## src/rtl/pixel_sched_pkg.sv

```systemverilog
// Shared types and sizing helpers for the pixel scheduler.
package pixel_sched_pkg;

    // Frame sequencing states.
    typedef enum logic [1:0] {
        IDLE = 2'd0,
        FCLR = 2'd1,
        RUN  = 2'd2,
        DONE = 2'd3
    } sched_state_e;

    // Window length in cycles for a given weight magnitude width.
    function automatic int window_len(input int width);
        return (32'sd1 << (width + 32'sd1)) + 32'sd2;
    endfunction

    // Bits needed to hold a window position 0..window_len-1.
    function automatic int cnt_width(input int width);
        return $clog2(window_len(width));
    endfunction

    // Bits needed for a pixel index, never less than one.
    function automatic int idx_width(input int height);
        return (height > 32'sd1) ? $clog2(height) : 32'sd1;
    endfunction

endpackage

```

## src/rtl/pixel_scheduler_window_counter.sv

```systemverilog
// Window position counter: wraps at the end of each window, can cut a
// window short to a single clear cycle, and decodes the clear and
// accumulate strobes for the stochastic datapath.
module window_counter
    import pixel_sched_pkg::*;
#(
    parameter int WIN_LEN = 514,
    parameter int CW      = 10,
    parameter int SETTLE  = 2
) (
    input  logic          clk,
    input  logic          rst,
    input  logic          run_i,
    input  logic          skip_i,
    input  logic          clear_i,
    output logic [CW-1:0] cnt_o,
    output logic          window_end_o,
    output logic          clr_n_o,
    output logic          acc_en_o
);

    localparam logic [CW-1:0] LAST_POS   = CW'(WIN_LEN - 1);
    localparam logic [CW-1:0] SETTLE_POS = CW'(SETTLE);

    logic [CW-1:0] cnt_q;
    logic [CW-1:0] cnt_d;
    logic          window_end_s;

    // Next window position and end-of-window detection.
    always_comb begin
        cnt_d        = cnt_q;
        window_end_s = 1'b0;
        if (clear_i) begin
            cnt_d = '0;
        end else if (run_i) begin
            if (skip_i || (cnt_q == LAST_POS)) begin
                cnt_d        = '0;
                window_end_s = 1'b1;
            end else begin
                cnt_d = cnt_q + CW'(1);
            end
        end else begin
            cnt_d = '0;
        end
    end

    // Window position register.
    always_ff @(posedge clk or negedge rst) begin
        if (!rst) begin
            cnt_q <= '0;
        end else begin
            cnt_q <= cnt_d;
        end
    end

    assign cnt_o        = cnt_q;
    assign window_end_o = window_end_s;
    assign clr_n_o      = run_i && (cnt_q != '0);
    assign acc_en_o     = run_i && (cnt_q > SETTLE_POS);

endmodule

```

## src/rtl/pixel_scheduler.sv

```systemverilog
// Frame sequencer for the time-multiplexed stochastic neuron datapath.
// Latches a pixel vector and weight signs on start, then walks every
// pixel through one window, driving divider polarity and clear/accumulate
// strobes. Optional build macro PIXEL_SKIP_EN shortens the window of a
// zero pixel to a single clear cycle.
module pixel_scheduler
    import pixel_sched_pkg::*;
#(
    parameter int WIDTH  = 8,
    parameter int HEIGHT = 7,
    parameter int SETTLE = 2
) (
    input  logic                             clk,
    input  logic                             rst,
    input  logic                             start,
    input  logic                             abort,
    input  logic [HEIGHT-1:0]                pixels,
    input  logic [HEIGHT-1:0]                weight_sign,
    output logic                             busy,
    output logic                             done,
    output logic                             frame_clr,
    output logic                             circuit_clr_n,
    output logic                             accumulate_en,
    output logic [idx_width(HEIGHT)-1:0]     pixel_idx,
    output logic                             polarity,
    output logic                             pixel_bit,
    output logic [cnt_width(WIDTH)-1:0]      cnt
);

    localparam int L  = window_len(WIDTH);
    localparam int CW = cnt_width(WIDTH);
    localparam int IW = idx_width(HEIGHT);
    localparam logic [IW-1:0] LAST_IDX = IW'(HEIGHT - 1);

    sched_state_e    state_q, state_d;
    logic [IW-1:0]   pixel_idx_q, pixel_idx_d;
    logic [HEIGHT-1:0] pixels_q, pixels_d;
    logic [HEIGHT-1:0] weight_sign_q, weight_sign_d;

    logic            run_s;
    logic            skip_s;
    logic            window_end_s;
    logic [CW-1:0]   cnt_s;

    assign run_s = (state_q == RUN);

`ifdef PIXEL_SKIP_EN
    // A zero pixel contributes nothing, so only its clear cycle is spent.
    assign skip_s = run_s && (cnt_s == '0) && !pixels_q[pixel_idx_q];
`else
    assign skip_s = 1'b0;
`endif

    window_counter #(
        .WIN_LEN (L),
        .CW      (CW),
        .SETTLE  (SETTLE)
    ) u_window_counter (
        .clk          (clk),
        .rst          (rst),
        .run_i        (run_s),
        .skip_i       (skip_s),
        .clear_i      (abort),
        .cnt_o        (cnt_s),
        .window_end_o (window_end_s),
        .clr_n_o      (circuit_clr_n),
        .acc_en_o     (accumulate_en)
    );

    // Frame sequencing, pixel stepping and input capture.
    always_comb begin
        state_d       = state_q;
        pixel_idx_d   = pixel_idx_q;
        pixels_d      = pixels_q;
        weight_sign_d = weight_sign_q;
        case (state_q)
            IDLE: begin
                if (start) begin
                    state_d       = FCLR;
                    pixel_idx_d   = '0;
                    pixels_d      = pixels;
                    weight_sign_d = weight_sign;
                end else begin
                    state_d = IDLE;
                end
            end
            FCLR: begin
                if (abort) begin
                    state_d     = IDLE;
                    pixel_idx_d = '0;
                end else begin
                    state_d = RUN;
                end
            end
            RUN: begin
                if (abort) begin
                    state_d     = IDLE;
                    pixel_idx_d = '0;
                end else if (window_end_s) begin
                    if (pixel_idx_q == LAST_IDX) begin
                        state_d = DONE;
                    end else begin
                        pixel_idx_d = pixel_idx_q + IW'(1);
                    end
                end else begin
                    state_d = RUN;
                end
            end
            DONE: begin
                state_d     = IDLE;
                pixel_idx_d = '0;
            end
            default: begin
                state_d     = IDLE;
                pixel_idx_d = '0;
            end
        endcase
    end

    // State, pixel index and captured frame registers.
    always_ff @(posedge clk or negedge rst) begin
        if (!rst) begin
            state_q       <= IDLE;
            pixel_idx_q   <= '0;
            pixels_q      <= '0;
            weight_sign_q <= '0;
        end else begin
            state_q       <= state_d;
            pixel_idx_q   <= pixel_idx_d;
            pixels_q      <= pixels_d;
            weight_sign_q <= weight_sign_d;
        end
    end

    assign busy      = (state_q != IDLE);
    assign done      = (state_q == DONE);
    assign frame_clr = (state_q == FCLR);
    assign pixel_idx = pixel_idx_q;
    assign polarity  = ~weight_sign_q[pixel_idx_q];
    assign pixel_bit = run_s & pixels_q[pixel_idx_q];
    assign cnt       = cnt_s;

endmodule
```

## config.mk

```make
export PLATFORM = sky130hd
export DESIGN_NAME = pixel_scheduler
export DESIGN_NICKNAME = d
export VERILOG_FILES = /design/src/rtl/pixel_sched_pkg.sv /design/src/rtl/pixel_scheduler_window_counter.sv /design/src/rtl/pixel_scheduler.sv
export SDC_FILE = /design/constraint.sdc
export NUM_CORES = 1
export LEC_CHECK = 0
export ABC_AREA = 1
export BUFFER_PORTS_ARGS = -buffer_cell sky130_fd_sc_hd__buf_4
export CORE_ASPECT_RATIO = 0.9
export CORE_MARGIN = 2
export CORE_UTILIZATION = 25
export DETAILED_ROUTE_END_ITERATION = 16
export PLACE_DENSITY = 0.52
export RECOVER_POWER = 100
export SLEW_MARGIN = 20
export SYNTH_ARGS = -nofsm -noshare
export SYNTH_HDL_FRONTEND = slang
export SYNTH_SLANG_ARGS = --single-unit
```

## constraint.sdc

```tcl
create_clock -name clk -period 2.4 [get_ports clk]
set_input_delay 0 -clock clk [delete_from_list [all_inputs] [get_ports clk]]
set_output_delay 0 -clock clk [all_outputs]
set_load 0.03 [all_outputs]
```

# [Yosys cells after proc, flatten, opt, wreduce, memory -nomap -nowiden]
# Cells that the tools add are included.
[totals] register_bits=29 in_bits=18 output_inout_bits=20
[op_classes] add_sub_neg=2 n_lt_le_gt_ge=2 n_eq_ne=10 mux=22 bitwise=2 reduce_logical=7
[op_table] cell="two-way mux 10 bit" count=3
[op_table] cell="two-way mux 3 bit" count=5
[op_table] cell="one-hot mux 3 bit (4 select lines)" count=1
[op_table] cell="adder 10 x 1 -> 10 bit, second input constant" count=1
[op_table] cell="== test 10 bit, second input constant" count=1
[op_table] cell="> comparator 10 x 2 -> 1 bit, second input constant" count=1
[op_table] cell="nonzero test 10 bit" count=1
[op_table] cell="two-way mux 2 bit" count=4
[op_table] cell="one-hot mux 2 bit (4 select lines)" count=1
[op_table] cell="binary-select mux 1 bit (select 3 bit)" count=2
[op_table] cell="two-way mux 1 bit" count=6
[op_table] cell="== test 2 bit, second input constant" count=2
[op_table] cell="less-than comparator 3 x 4 -> 1 bit, second input constant" count=1
[op_table] cell="inequality test 2 bit, second input constant" count=2
[op_table] cell="inequality test 4 bit, second input constant" count=1
[op_table] cell="AND reduction 4 bit" count=1
[op_table] cell="adder 3 x 1 -> 3 bit, second input constant" count=1
[op_table] cell="== test 3 bit, second input constant" count=1
[op_table] cell="inequality test 3 x 2 -> 1 bit, second input constant" count=1
[op_table] cell="inequality test 3 bit, second input constant" count=1
[op_table] cell="== test 2 x 1 -> 1 bit, second input constant" count=1
[op_table] cell="logical AND 1 bit" count=2
[op_table] cell="logical NOT 2 bit" count=1
[op_table] cell="AND reduction 2 bit" count=1
[op_table] cell="other kinds (3)" count=3

# [Depth between registers and ports, before layout]
[depth] word_depth=7 mapped_depth=9

# [Cells and area by module]
# Synthesis repeated with hierarchy kept, for this count alone.
[hier_totals] cells_unflattened=227 hier_area_um2=1639.1
[by_module_without_submodules] module="pixel_scheduler" n_inst=1 cells_each=146 area_each_um2=1022.2
[by_module_without_submodules] module="window_counter" n_inst=1 cells_each=81 area_each_um2=616.8

# [Least setup slack after synthesis]
# OpenSTA, ideal clock, no wires.
[synth_timing] path_type="register to output" from="register u_window_counter.cnt_q[0], in the netlist u_window_counter.cnt_o[0]" to="output port accumulate_en" arrival_time_ns=1.740 slack_ns=0.660 path_stages_with_launch=5 n_path_buf=0 cell_sequence="dfrtp_1 > inv_1 > ha_1 > or2_2 > a21oi_1"
[synth_between] elab_chain_len=2
[synth_lines] element="from (decl)" line="pixel_scheduler_window_counter.sv:25" source="logic [CW-1:0] cnt_q;"
[synth_lines] element="from (signal assigned)" line="pixel_scheduler_window_counter.sv:52" source="cnt_q <= cnt_d;"
[synth_lines] element="> comparator 10 x 2 -> 1 bit" line="pixel_scheduler_window_counter.sv:59" source="assign acc_en_o = run_i && (cnt_q > SETTLE_POS);"
[synth_lines] element="logical AND 1 bit" line="pixel_scheduler_window_counter.sv:59"
[synth_lines] element="to (decl)" line="pixel_scheduler.sv:23" source="output logic accumulate_en,"
# No other way between the ends.

# [Worst setup path in the final report]
# Ends and elaborated chain as after synthesis.

==> impl_metrics.json <==
{
  "worst-setup-path-type": "reg2out",
  "final_util_pct": 33.5,
  "syn_inst": 187,
  "clock_sinks": 29,
  "slew_headroom_pct": -4.60,
  "path_buf_inv": 2,
  "routed_wl_mm": 3.88,
  "antenna_found_initial": 0,
  "grt_max_degree": 30,
  "cp_slowest_cell": "dfrtp_1",
  "cts_buffers": 5,
  "htreeDepth": 2,
  "grt_pass1_wl_mm": 6.83,
  "status": "complete, but fails checks",
  "min_period_ps": 1930,
  "clk_path_buf_depth": 2,
  "die_height_um": 83.3,
  "hold_viol": 0,
  "violations": "max-capacitance violations, max-slew violations",
  "synth_xor_area_share_pct": 1.00,
  "synthFlopType": "dfrtp_1",
  "r2r-start": "u_window_counter.cnt_o[0]$_DFF_PN0_",
  "dr.pass1.iters": 4,
  "met2_usage_pct": 17.3,
  "required_ps": 2400,
  "drv_cap": 1,
  "vias_per_cell": 4.12,
  "yosysUniqueCellTypes": 29,
  "power_density_nw_per_um2": 639,
  "syn2layout_area_growth_pct": 27.4,
  "synthMuxAreaShare_pct": 11.0,
  "synth_largest_area_cell": "dfrtp_1",
  "hold_path_startpoint": "abort",
  "pin_count": 38,
  "critPathTopFamily": "flip-flops",
  "synth_compound_area_share_pct": 5.44,
  "finalSetupTns_ps": 0,
  "die_area_um2": 7680,
  "finalSetupViolations": 0,
  "synth_fa_ha_area_share_pct": 4.29,
  "yosysTopAreaCellShare_pct": 41.5,
  "placementRows": 28,
  "max_freq_mhz": 517,
  "synth_top_family_by_area": "simple AND/OR/NAND/NOR gates",
  "yosysMostFrequentCell": "dfrtp_1",
  "synthSimpleGateAreaFrac_pct": 29.6,
  "grt_pass1_vias": 1395,
  "synth_area_leaders": "dfrtp_1 42%, mux2_4 7.7%, nand2_1 5.6%, nor2_1 4.5%, ha_1 4.3%",
  "finClkSkew_ps": 5.44,
  "synth.cell_area_um2": 1750,
  "cts_resized": 0,
  "syn_nets": 211,
  "start_util_pct": 26.3,
  "power_leakage_uw": 0.000997,
  "path_clk_slew_ps": 60,
  "routabilityCongestion": 0.757,
  "ir_drop_mv": 0.197,
  "port_buffers": 37,
  "synth.avg_cell_area_um2": 9.35,
  "worst_pin_slew_ps": 1570,
  "hp-class": "in2reg",
  "ys_seq_area_share_pct": 41.5,
  "cp_cell_sequence": "inv_1, ha_1, or2_2, a21oi_1, clkbuf_1",
  "ys_ff_latch": 29,
  "grt.busiest_layer": "met2",
  "route.detailed.drc": 0,
  "ctsHoldBuffers": 15,
  "async_reset_ff_share_pct": 100,
  "synth_edf_count": 0,
  "cts_tree": "yes",
  "nets": 267,
  "slew_violations": 30,
  "endpoint_kind": "primary output",
  "hpwl_mm": 2.83,
  "finalCritPeriodShare_pct": 80.5,
  "crit_arrival_ps": 1930,
  "dr_total_vias": 1375,
  "crit_start": "u_window_counter.cnt_o[0]$_DFF_PN0_",
  "fin_hold_ws_ps": 16.3,
  "met1_usage_pct": 15.0,
  "use_met3_pct": 2.90,
  "placedCellCount": 311,
  "cts-root-buf": "clkbuf_8",
  "routedWlPerCell_um": 11.6,
  "start_kind": "register",
  "power.total_uw": 1420,
  "die_x_um": 92.1,
  "grt_setup_unrepaired": "false",
  "drt-initial-drc-count": 88,
  "drive_gt1_share_pct": 23.4,
  "postRouteAntennaNets": 0,
  "clkLatencyLatePin_ps": 280,
  "instances_no_fill": 334,
  "yosys_warnings": 0,
  "ys_top_cells_by_count": "29 x dfrtp_1, 26 x nand2_1, 21 x nor2_1",
  "max_stage_delay_ps": 540,
  "grt.overflow.total": 0,
  "core-area_um2": 6660,
  "crit_fanout": 10,
  "grt_usage_pct": 11.2,
  "post-cts-setup-buffers": 0,
  "antenna_cells": 0
}
==> worst paths after layout <==
kind | end | slack, ps | depth (start not counted)
min reg2reg | weight_sign_q[4]$_DFFE_PN0P_ | 490 | 1
min in group asynchronous | u_window_counter.cnt_o[7]$_DFF_PN0_ | 640 | 2
min | u_window_counter.cnt_o[9]$_DFF_PN0_ | 20 | 4
max in group asynchronous | weight_sign_q[4]$_DFFE_PN0P_ | 850 | 2
max reg2reg | pixel_idx[2]$_DFFE_PN0P_ | 470 | 8
max | accumulate_en | 470 | 5
==> logic make-up after synthesis <==
kind of cell             count (synthesis)
AO/OA/AOI/OAI                           18
multiplexers                            14
AND/OR/NAND/NOR                         90
buffers and inverters                   28
adder cells (fa/ha/maj)                  6
flip-flops                              29
XOR/XNOR                                 2
==> cells in the final DEF, fill, tap and decap left out, types with 7 or more instances in the layout <==
cell type      Yosys  layout
nand2_1           26      30
dfrtp_1           29      29
nor2_1            21      24
inv_1             19      20
clkbuf_1           0      19
buf_4              0      19
dlygate4sd3_1      0      15
o21ai_0            9      10
nand3_1            9       9
mux2_1             0       8
nor2_2             9       7
==> tightest hold or removal path, stage by stage <==
cell	delay [ps]
buf_4	100
nor2_4	40
nand3_1	70
nor2_1	40
==> per-stage QoR <==
stage	instance area, um2	worst slack (ps)
detailed placement	2110	869
CTS	2370	603
global placement	2110	894
floorplan	1750	660
global route	2230	255
finish	2230	467
==> where the power goes <==
part           switching (uW)  leakage (uW)  internal, uW
clock                     193     0.0000585           338
combinational             151      0.000568           130
sequential               50.1      0.000370           561
total                     395      0.000997          1030
==> cell type report <==
type / count / area, um2
clock inverter: 1 / 30.0
fill: 746 / 4430
tap: 90 / 113
sequential: 29 / 726
clock buffer: 7 / 86.3
multi-input combinational: 130 / 818
inverter: 25 / 93.8
timing repair buffer: 52 / 360
==> routing by layer <==
metal	routed length (um)	vias to the layer above	part of all wire [%]
li1	-	706	-
met1	1920	638	49
met2	1760	24	45
met3	130	7	3.4
met4	74	0	1.9
met5	0	-	0
==> sequential cells by signal, indices dropped and copies added, names as in the netlist <==
signal	flops
state_q	2
u_window_counter.cnt_o	10
weight_sign_q	7
pixels_q	7
pixel_idx	3
Note: power is estimated with default switching activity, not from simulation.
